### src/rtl/piso_serializer_pkg.sv
// Shared state encoding and frame-length helper for the PISO serializer.
// Latency: n/a (declarations only). Backpressure: n/a.
// Optional even-parity bit is enabled by defining PISO_PARITY_EN.
package piso_pkg;

  typedef enum logic [1:0] {IDLE, SHIFT, PARITY} piso_state_t;

  function automatic int frame_len(int w);
`ifdef PISO_PARITY_EN
    return w + 1;
`else
    return w;
`endif
  endfunction

endpackage

### src/rtl/piso_serializer_if.sv
// Word-in / bit-out handshake bundle for the PISO serializer.
// Latency: n/a (wires only). Backpressure: din_ready gates din_valid.
// The master modport is the word producer and serial observer; the slave modport is the serializer.
interface piso_serializer_if #(parameter int WIDTH = 8);

  logic [WIDTH-1:0] din;
  logic             din_valid;
  logic             din_ready;
  logic             sout;
  logic             sout_valid;
  logic             sout_last;
  logic             busy;

  modport master (
    output din, din_valid,
    input  din_ready, sout, sout_valid, sout_last, busy
  );

  modport slave (
    input  din, din_valid,
    output din_ready, sout, sout_valid, sout_last, busy
  );

endinterface

### src/rtl/piso_serializer_frame_bit_counter.sv
// Bit position counter within a serial frame; saturates at last_idx.
// Latency: cnt updates on the edge after clear/inc. Backpressure: none.
// at_last is combinational from the registered count.
module frame_bit_counter #(
  parameter int CW = 4
) (
  input  logic          clk,
  input  logic          rst,
  input  logic          clear,
  input  logic          inc,
  input  logic [CW-1:0] last_idx,
  output logic [CW-1:0] cnt,
  output logic          at_last
);

  assign at_last = (cnt == last_idx);

  always_ff @(posedge clk or negedge rst) begin
    if (!rst) begin
      cnt <= '0;
    end else if (clear) begin
      cnt <= '0;
    end else if (inc && !at_last) begin
      cnt <= cnt + CW'(1);
    end
  end

endmodule

### src/rtl/piso_serializer.sv
// Parallel-in/serial-out transmitter; PISO_PARITY_EN appends an even-parity bit.
// Latency: first bit 1 cycle after accept, WIDTH (+1 parity) cycles per frame.
// Backpressure: din_ready only in IDLE or on the last frame bit, allowing zero-gap back-to-back frames.
module piso_serializer
  import piso_pkg::*;
#(
  parameter int WIDTH     = 8,
  parameter int MSB_FIRST = 1
) (
  input logic               clk,
  input logic               rst,
  piso_serializer_if.slave  bus
);

  localparam int CW = $clog2(WIDTH + 1);

  piso_state_t      state, state_nxt;
  logic [WIDTH-1:0] shreg;
  logic             accept;
  logic             load;
  logic             shift;
  logic             at_last;
  logic [CW-1:0]    cnt;
  logic             unused_cnt;
`ifdef PISO_PARITY_EN
  logic             par;
`endif

  // The counter value itself is only needed through at_last.
  assign unused_cnt = ^cnt;

`ifdef PISO_PARITY_EN
  assign bus.sout_last = (state == PARITY);
`else
  assign bus.sout_last = (state == SHIFT) && at_last;
`endif

  assign bus.din_ready  = rst && ((state == IDLE) || bus.sout_last);
  assign accept         = bus.din_valid && bus.din_ready;
  assign bus.sout_valid = (state != IDLE);
  assign bus.busy       = (state != IDLE);

  always_comb begin
    bus.sout = 1'b0;
    if (state == SHIFT) begin
      bus.sout = (MSB_FIRST != 0) ? shreg[WIDTH-1] : shreg[0];
    end
`ifdef PISO_PARITY_EN
    else if (state == PARITY) begin
      bus.sout = par;
    end
`endif
  end

  always_comb begin
    state_nxt = state;
    load      = 1'b0;
    shift     = 1'b0;
    case (state)
      IDLE: begin
        if (accept) begin
          state_nxt = SHIFT;
          load      = 1'b1;
        end
      end
      SHIFT: begin
        if (!at_last) begin
          shift = 1'b1;
        end else begin
`ifdef PISO_PARITY_EN
          state_nxt = PARITY;
`else
          // Reloading on the last bit keeps the serial stream gap-free.
          if (accept) begin
            load = 1'b1;
          end else begin
            state_nxt = IDLE;
          end
`endif
        end
      end
`ifdef PISO_PARITY_EN
      PARITY: begin
        if (accept) begin
          state_nxt = SHIFT;
          load      = 1'b1;
        end else begin
          state_nxt = IDLE;
        end
      end
`endif
      default: state_nxt = IDLE;
    endcase
  end

  always_ff @(posedge clk or negedge rst) begin
    if (!rst) begin
      state <= IDLE;
    end else begin
      state <= state_nxt;
    end
  end

  always_ff @(posedge clk or negedge rst) begin
    if (!rst) begin
      shreg <= '0;
    end else if (load) begin
      shreg <= bus.din;
    end else if (shift) begin
      shreg <= (MSB_FIRST != 0) ? {shreg[WIDTH-2:0], 1'b0} : {1'b0, shreg[WIDTH-1:1]};
    end
  end

`ifdef PISO_PARITY_EN
  always_ff @(posedge clk or negedge rst) begin
    if (!rst) begin
      par <= 1'b0;
    end else if (load) begin
      par <= ^bus.din;
    end
  end
`endif

  frame_bit_counter #(.CW(CW)) u_cnt (
    .clk      (clk),
    .rst      (rst),
    .clear    (load),
    .inc      (shift),
    .last_idx (CW'(WIDTH - 1)),
    .cnt      (cnt),
    .at_last  (at_last)
  );

endmodule

### src/flat_wrapper.sv
// flat-port wrapper written by rule: the top's interface ports become plain ports
module piso_serializer_flat import piso_pkg::*;
#(
  parameter int WIDTH     = 8,
  parameter int MSB_FIRST = 1
)
  (clk, rst, bus_din, bus_din_valid, bus_din_ready, bus_sout, bus_sout_valid, bus_sout_last, bus_busy);
  piso_serializer_if #(.WIDTH(WIDTH)) bus_i ();
  input logic clk;
  input logic rst;
  input wire logic [$bits(bus_i.din)-1:0] bus_din;
  input wire logic [$bits(bus_i.din_valid)-1:0] bus_din_valid;
  output wire logic [$bits(bus_i.din_ready)-1:0] bus_din_ready;
  output wire logic [$bits(bus_i.sout)-1:0] bus_sout;
  output wire logic [$bits(bus_i.sout_valid)-1:0] bus_sout_valid;
  output wire logic [$bits(bus_i.sout_last)-1:0] bus_sout_last;
  output wire logic [$bits(bus_i.busy)-1:0] bus_busy;
  assign bus_i.din = bus_din;
  assign bus_i.din_valid = bus_din_valid;
  assign bus_din_ready = bus_i.din_ready;
  assign bus_sout = bus_i.sout;
  assign bus_sout_valid = bus_i.sout_valid;
  assign bus_sout_last = bus_i.sout_last;
  assign bus_busy = bus_i.busy;
  piso_serializer #(.WIDTH(WIDTH), .MSB_FIRST(MSB_FIRST)) u_core (.clk(clk), .rst(rst), .bus(bus_i));
endmodule
### config.mk
export PLATFORM = sky130hd
export DESIGN_NAME = piso_serializer_flat
export DESIGN_NICKNAME = d
export VERILOG_FILES = /design/src/rtl/piso_serializer_pkg.sv /design/src/rtl/piso_serializer_if.sv /design/src/rtl/piso_serializer_frame_bit_counter.sv /design/src/rtl/piso_serializer.sv /design/src/flat_wrapper.sv
export SDC_FILE = /design/constraint.sdc
export NUM_CORES = 1
export LEC_CHECK = 0
export ABC_AREA = 1
export ABC_CLOCK_PERIOD_IN_PS = 1910
export CAP_MARGIN = 10
export CORE_UTILIZATION = 50
export DETAILED_ROUTE_END_ITERATION = 10
export PLACE_DENSITY = 0.82
export REMOVE_ABC_BUFFERS = 1
export SLEW_MARGIN = 30
export SYNTH_ARGS = -nofsm -noshare
export SYNTH_HDL_FRONTEND = slang
export SYNTH_HIERARCHICAL = 1
export SYNTH_SLANG_ARGS = --single-unit
### constraint.sdc
create_clock -name clk -period 1.91 [get_ports clk]
set_input_delay 0.2865 -clock clk [delete_from_list [all_inputs] [get_ports clk]]
set_output_delay 0.2865 -clock clk [all_outputs]
set_load 0.05 [all_outputs]
==> results of run 1 <==
cell usage in the layout, fill, tap and decap left out, types with 3 or more instances in the layout:
cell type / instances
nand3_2: 6
conb_1: 8
inv_1: 17
nand2_1: 32
nand4_1: 12
dfrtp_1: 13
inv_2: 3
clkbuf_4: 3
buf_4: 11
nand2_2: 9
clkdlybuf4s50_1: 10
nand3_1: 6
worst max-delay path by stage:
stage / start / end / cells after the start
after floorplan: u_core/state[0]$_DFFE_PN0P_ / bus_din_ready / 3
after global placement: u_core/u_cnt/cnt[0]$_DFFE_PN0P_ / bus_din_ready / 11
after detailed placement: u_core/u_cnt/cnt[0]$_DFFE_PN0P_ / bus_din_ready / 11
after CTS: u_core/state[0]$_DFFE_PN0P_ / bus_busy / 1
after global routing: u_core/u_cnt/cnt[2]$_DFFE_PN0P_ / bus_din_ready / 11
final: u_core/u_cnt/cnt[2]$_DFFE_PN0P_ / bus_din_ready / 11
through the flow:
step           hold WS, ps  cells  power [mW]  worst slack (ps)
3_5_place_dp           470    151        1.41               134
5_1_grt                434    159        1.78             -22.7
3_3_place_gp           468    151        1.38               172
6_report               423    159        1.67               107
2_1_floorplan        -9.09    114        1.09              -207
4_1_cts                418    159        1.64              3.51
metal layers:
metal | global-route usage | vias up | wire length (um)
li1 | - | 405 | -
met1 | 0.267 | 360 | 863
met2 | 0.376 | 19 | 910
met3 | 0.0553 | 3 | 76
met4 | 0.103 | 0 | 21
met5 | 0 | - | 0
flip-flops by register name (all words and copies together), names as in the netlist:
| signal | count |
|---|---|
| u_core/state | 1 |
| u_core/u_cnt/cnt | 4 |
| u_core/shreg | 8 |
area by class of cell:
cell class                      instances  area (um2)  area share
Clock buffer                            3        22.5      0.0197
Clock inverter                          1        5.00     0.00438
Inverter                               20        75.1      0.0657
Multi-Input combinational cell         81         447       0.391
Sequential cell                        13         325       0.285
Tap cell                               16        20.0      0.0175
Timing Repair Buffer                   25         248       0.217
logic make-up after synthesis:
group           after synthesis
xor+xnor                      1
fa+ha+maj                     1
buf+inv                      24
simple gates                 70
flops                        13
compound gates                1
other cells                   2
worst max-delay path, stage by stage (launching register included):
cell	delay (ps)
dfrtp_1	350
inv_1	40
nand2_1	50
nand2_1	60
nor2_2	110
nand2_2	70
inv_1	70
inv_1	60
nand2_4	110
inv_2	60
nor2_4	100
buf_12	140
repair_timing:
item | in CTS | in global routing
setup endpoints to repair | 1 | 3
setup buffers | 4 | 0
resized for setup | 1 | 4
pin swaps | 1 | 0
power by group through the flow:
| stage | registers [mW] | logic [mW] | clock network (mW) |
|---|---|---|---|
| floorplan | 0.548 | 0.541 | 0 |
| global placement | 0.480 | 0.895 | 0 |
| detailed placement | 0.490 | 0.922 | 0 |
| CTS | 0.460 | 0.999 | 0.182 |
| global route | 0.473 | 1.12 | 0.191 |
| finish | 0.461 | 1.03 | 0.177 |
==> summary.txt, run 1 <==
Floorplan
  – DIE WIDTH: 43.3 um
  – Die area: 0.00187 mm2
  – Core Area: 0.00154 mm2
  – Rows: 14
  – Die Ht: 43.3 um
  – IO Count: 16
  – Initial Utilization: 0.553

STA
  – Final Cycle Share: 0.944
  – Worst Tran Pin Value: 508 ps
  – Clock Skew: 3.21 ps
  – Final hold violation count: 0
  – Max Freq: 0.555 GHz
  – RSZ-0062 raised after global routing: yes
  – Final setup viols: 0
  – Relative slew slack: 0.661
  – Setup tns final: 0 ps
  – Min Tclk post-route: 1800 ps
  – Slew Viols, Final: 0

Placed design
  – Gpl congestion: 0.730
  – PortBufs: 15
  – HPWL Detailed: 1340 um
  – Placed cell areas: 0.00107 mm2

Synth
  – Yosys top cell area share: 0.382
  – Synth Area in XOR/XNOR: 0.0103
  – Seq cells post-synth: 13
  – Largest family of logic cells by synthesized area: simple AND/OR/NAND/NOR gates
  – Post-Synth Simple-Gate Area: 0.443
  – Mapped Cells: 112
  – Synth top area cells: dfrtp_1 (38%), nand2_1 (14%), nand4_1 (8.8%)
  – Synth cell types: 17
  – Prevailing post-synth register cell: dfrtp_1
  – Ranking of synthesized cells by instance count: nand2_1 (32), inv_1 (17), dfrtp_1 (13)
  – Register area share after synthesis: 0.382
  – Synth Area in Compound Gates: 0.00881
  – Adder-cell area share of the yosys netlist: 0.0147
  – Dominant cell type by area after synthesis: dfrtp_1
  – Most frequent cell after synthesis: nand2_1
  – Synth Warn #: 6
  – Avg Cell Area, Syn: 7.61 um2
  – Ys async rst share: 1.00
  – Post-synth EDFFs: 0
  – Cell area after synthesis: 852 um2
  – Mux cell area share after synthesis: 0

Clock tree
  – CTS max path bufs: 2
  – Clk sinks: 13
  – Clock Latency Late Sink: 290 ps
  – Clock buffer count from CTS: 3
  – TritonCTS clock tree: done
  – H-tree levels: 1
  – Root Driver: clkbuf_4
  – CTS Hold Bufs: 0
  – Clock-pin slew on the worst setup and hold paths: 90 ps

Final layout
  – Nets: 156
  – Area growth syn-to-layout: 34.1%
  – Fillers: 117
  – ANT cells: 0
  – Share of post-route cells with drive strength above 1: 0.280
  – Final Cell Area: 0.00114 mm2
  – Final core occ: 0.741

Pwr
  – Leakage: 0.679 nW
  – Internal: 0.872 mW
  – Sw Pwr: 0.796 mW
  – Sw frac: 0.477
  – Combinational share of power: 0.617
  – Power Dens Cells: 1460 mW/mm2
  – Max VDD drop: 0.000678 V
  – Register share of total power: 0.276
  – Clk network pwr share: 0.106

Worst setup path
  – Startpoint types: flop
  – WP data arrival: 1520 ps
  – R2R cell count: 13
  – CP Capture Type: output pin
  – Reg2Reg Setup Slack: 310 ps
  – Crit path required time: 1620 ps
  – Kind of critical path: flop to output pin
  – Critical-path maximum fanout: 10
  – FF-to-FF End: u_core/u_cnt/cnt[1]$_DFFE_PN0P_
  – Reg2reg start: u_core/u_cnt/cnt[0]$_DFFE_PN0P_

Global route
  – Tot GR Track Use: 0.225
  – Maximum number of pins on one net before global-route repair: 13
  – Initial antenna violation count: 0
  – Vias in the first global route: 787
  – GRT overflow: 0
  – Global-route wire length before repair: 3080 um

Hold path
  – Hold Crit Class: input pin to async pin

Route
  – Wirelength, routed: 1870 um
  – DR DRC count: 0
  – DR iter-0 viols: 23
  – Routed vias: 787
  – Antenna-violating nets left: 0
  – WL/cell: 11.8 um
  – Vias per cell: 4.95
  – Detailed Routing Iterations Pass 1: 4

Run status
  – Outcome: finished clean

Flow run
  – Max Cap Viol: 0
Note: power is estimated with default switching activity, not from simulation.
==> run 2: changes to the inputs <==
--- a/config.mk
+++ b/config.mk
@@ -11,6 +11,7 @@
 export CORE_UTILIZATION = 50
 export DETAILED_ROUTE_END_ITERATION = 10
 export PLACE_DENSITY = 0.82
+export RECOVER_POWER = 50
 export REMOVE_ABC_BUFFERS = 1
 export SLEW_MARGIN = 30
 export SYNTH_ARGS = -nofsm -noshare
==> summary.txt, run 2 (same netlist as run 1, synthesis figures left out) <==
Floorplan
  – Initial Utilization: 0.553
  – IO Count: 16
  – Die Ht: 43.3 um
  – Core Area: 0.00154 mm2
  – Rows: 14
  – Die area: 0.00187 mm2
  – DIE WIDTH: 43.3 um

STA
  – RSZ-0062 raised after global routing: yes
  – Max Freq: 0.555 GHz
  – Final setup viols: 0
  – Final hold violation count: 0
  – Worst Tran Pin Value: 590 ps
  – Min Tclk post-route: 1800 ps
  – Final Worst Setup Slack: 107 ps
  – Final Cycle Share: 0.944
  – Relative slew slack: 0.608
  – Clock Skew: 3.03 ps
  – Slew Viols, Final: 0

Clock tree
  – Clock buffer count from CTS: 3
  – Clock-pin slew on the worst setup and hold paths: 90 ps
  – H-tree levels: 1
  – TritonCTS clock tree: done
  – CTS Hold Bufs: 0
  – CTS max path bufs: 2
  – Clk sinks: 13
  – Clock Latency Late Sink: 290 ps
  – Root Driver: clkbuf_4

Route
  – DR iter-0 viols: 23
  – WL/cell: 11.8 um
  – Antenna-violating nets left: 0
  – Detailed Routing Iterations Pass 1: 4
  – Vias per cell: 4.94
  – DR DRC count: 0
  – Wirelength, routed: 1880 um
  – Routed vias: 786

Global route
  – Maximum number of pins on one net before global-route repair: 13
  – GRT overflow: 0
  – Global-route wire length before repair: 3080 um
  – Initial antenna violation count: 0
  – Tot GR Track Use: 0.225
  – Vias in the first global route: 787

Pwr
  – Leakage: 0.675 nW
  – Power Dens Cells: 1460 mW/mm2
  – Total power: 1.66 mW
  – Max VDD drop: 0.000679 V

Final layout
  – Share of post-route cells with drive strength above 1: 0.273
  – Largest regs: u_core/shreg x8, u_core/u_cnt/cnt x4, u_core/state x1
  – Final Cell Area: 0.00114 mm2
  – ANT cells: 0
  – Non-Filler Instances: 159
  – Biggest register: u_core/shreg
  – Area growth syn-to-layout: 33.6%
  – Most frequent cells in the layout: nand2_1 (32), inv_1 (17), dfrtp_1 (13)
  – Largest register FFs: 8
  – Nets: 156
  – Most common cell after layout, fill and taps aside: nand2_1
  – Fillers: 116

Worst setup path
  – WP data arrival: 1520 ps
  – Critical-path maximum fanout: 10
  – Crit path required time: 1620 ps
  – CP Capture Type: output pin
  – Kind of critical path: flop to output pin
  – Startpoint types: flop

Placed design
  – HPWL Detailed: 1340 um
  – Place WS: 134 ps
  – DP Cell Count: 151
  – Gpl congestion: 0.730
  – Placed cell areas: 0.00107 mm2
  – PortBufs: 15

Flow run
  – Max Cap Viol: 0

Hold path
  – Hold Crit Class: input pin to async pin

Run status
  – Outcome: finished clean
## run 2: changes by cell type in the layout (fill, tap and decap cells not counted), sizes merged
cell    change
buf         -1
clkbuf      +1
## run 2: cell type report
| type | instances | area (um2) | share of cell area |
|---|---|---|---|
| Clock inverter | 1 | 5.00 | 0.00440 |
| Tap cell | 16 | 20.0 | 0.0176 |
| Multi-Input combinational cell | 81 | 447 | 0.392 |
| Sequential cell | 13 | 325 | 0.286 |
| Timing Repair Buffer | 25 | 244 | 0.214 |
| Inverter | 20 | 75.1 | 0.0659 |
| Clock buffer | 3 | 22.5 | 0.0198 |
## run 2: final timing paths
| kind | from | to | slack (ps) | cells after the start |
|---|---|---|---|---|
| max reg2reg | u_core/u_cnt/cnt[0]$_DFFE_PN0P_ | u_core/u_cnt/cnt[1]$_DFFE_PN0P_ | 310 | 13 |
| max | u_core/u_cnt/cnt[2]$_DFFE_PN0P_ | bus_din_ready | 110 | 11 |
| min in group clk | u_core/shreg[4]$_DFFE_PN0P_ | u_core/shreg[4]$_DFFE_PN0P_ | 490 | 2 |
| max in group asynchronous | rst | u_core/shreg[2]$_DFFE_PN0P_ | 1350 | 2 |
| min reg2reg | u_core/shreg[4]$_DFFE_PN0P_ | u_core/shreg[4]$_DFFE_PN0P_ | 490 | 2 |
| min | rst | u_core/shreg[7]$_DFFE_PN0P_ | 420 | 2 |
## run 2: report_power, final
group	total (mW)	switching [mW]	internal [mW]
registers	0.461	0.0790	0.382
logic	1.02	0.618	0.405
clock network	0.177	0.0995	0.0779
## run 2: timing repair
action,4_1_cts,5_1_grt
buffers inserted,4,0
resized for setup,1,4
endpoints found under the setup margin,1,3
pin swaps,1,0
## run 2: per-stage QoR
step,util,hold WS [ps],setup TNS [ps]
global placement,0.694,468,0
global route,0.739,434,-22.7
finish,0.739,423,0
CTS,0.733,418,0
detailed placement,0.694,470,0
floorplan,-,-9.09,-207
## run 2: critical path, stage by stage, from the launching register on
cell	delay [ps]
dfrtp_1	350
inv_1	40
nand2_1	50
nand2_1	60
nor2_2	110
nand2_2	70
inv_1	70
inv_1	60
nand2_4	110
inv_2	60
nor2_4	100
buf_12	140
## run 2: per-layer routing
metal / GRT usage / wire length, um / vias to the layer above
met1: 0.267 / 861 / 360
met5: 0 / 0 / -
li1: - / - / 405
met3: 0.0553 / 79 / 3
met2: 0.376 / 915 / 18
met4: 0.103 / 21 / 0
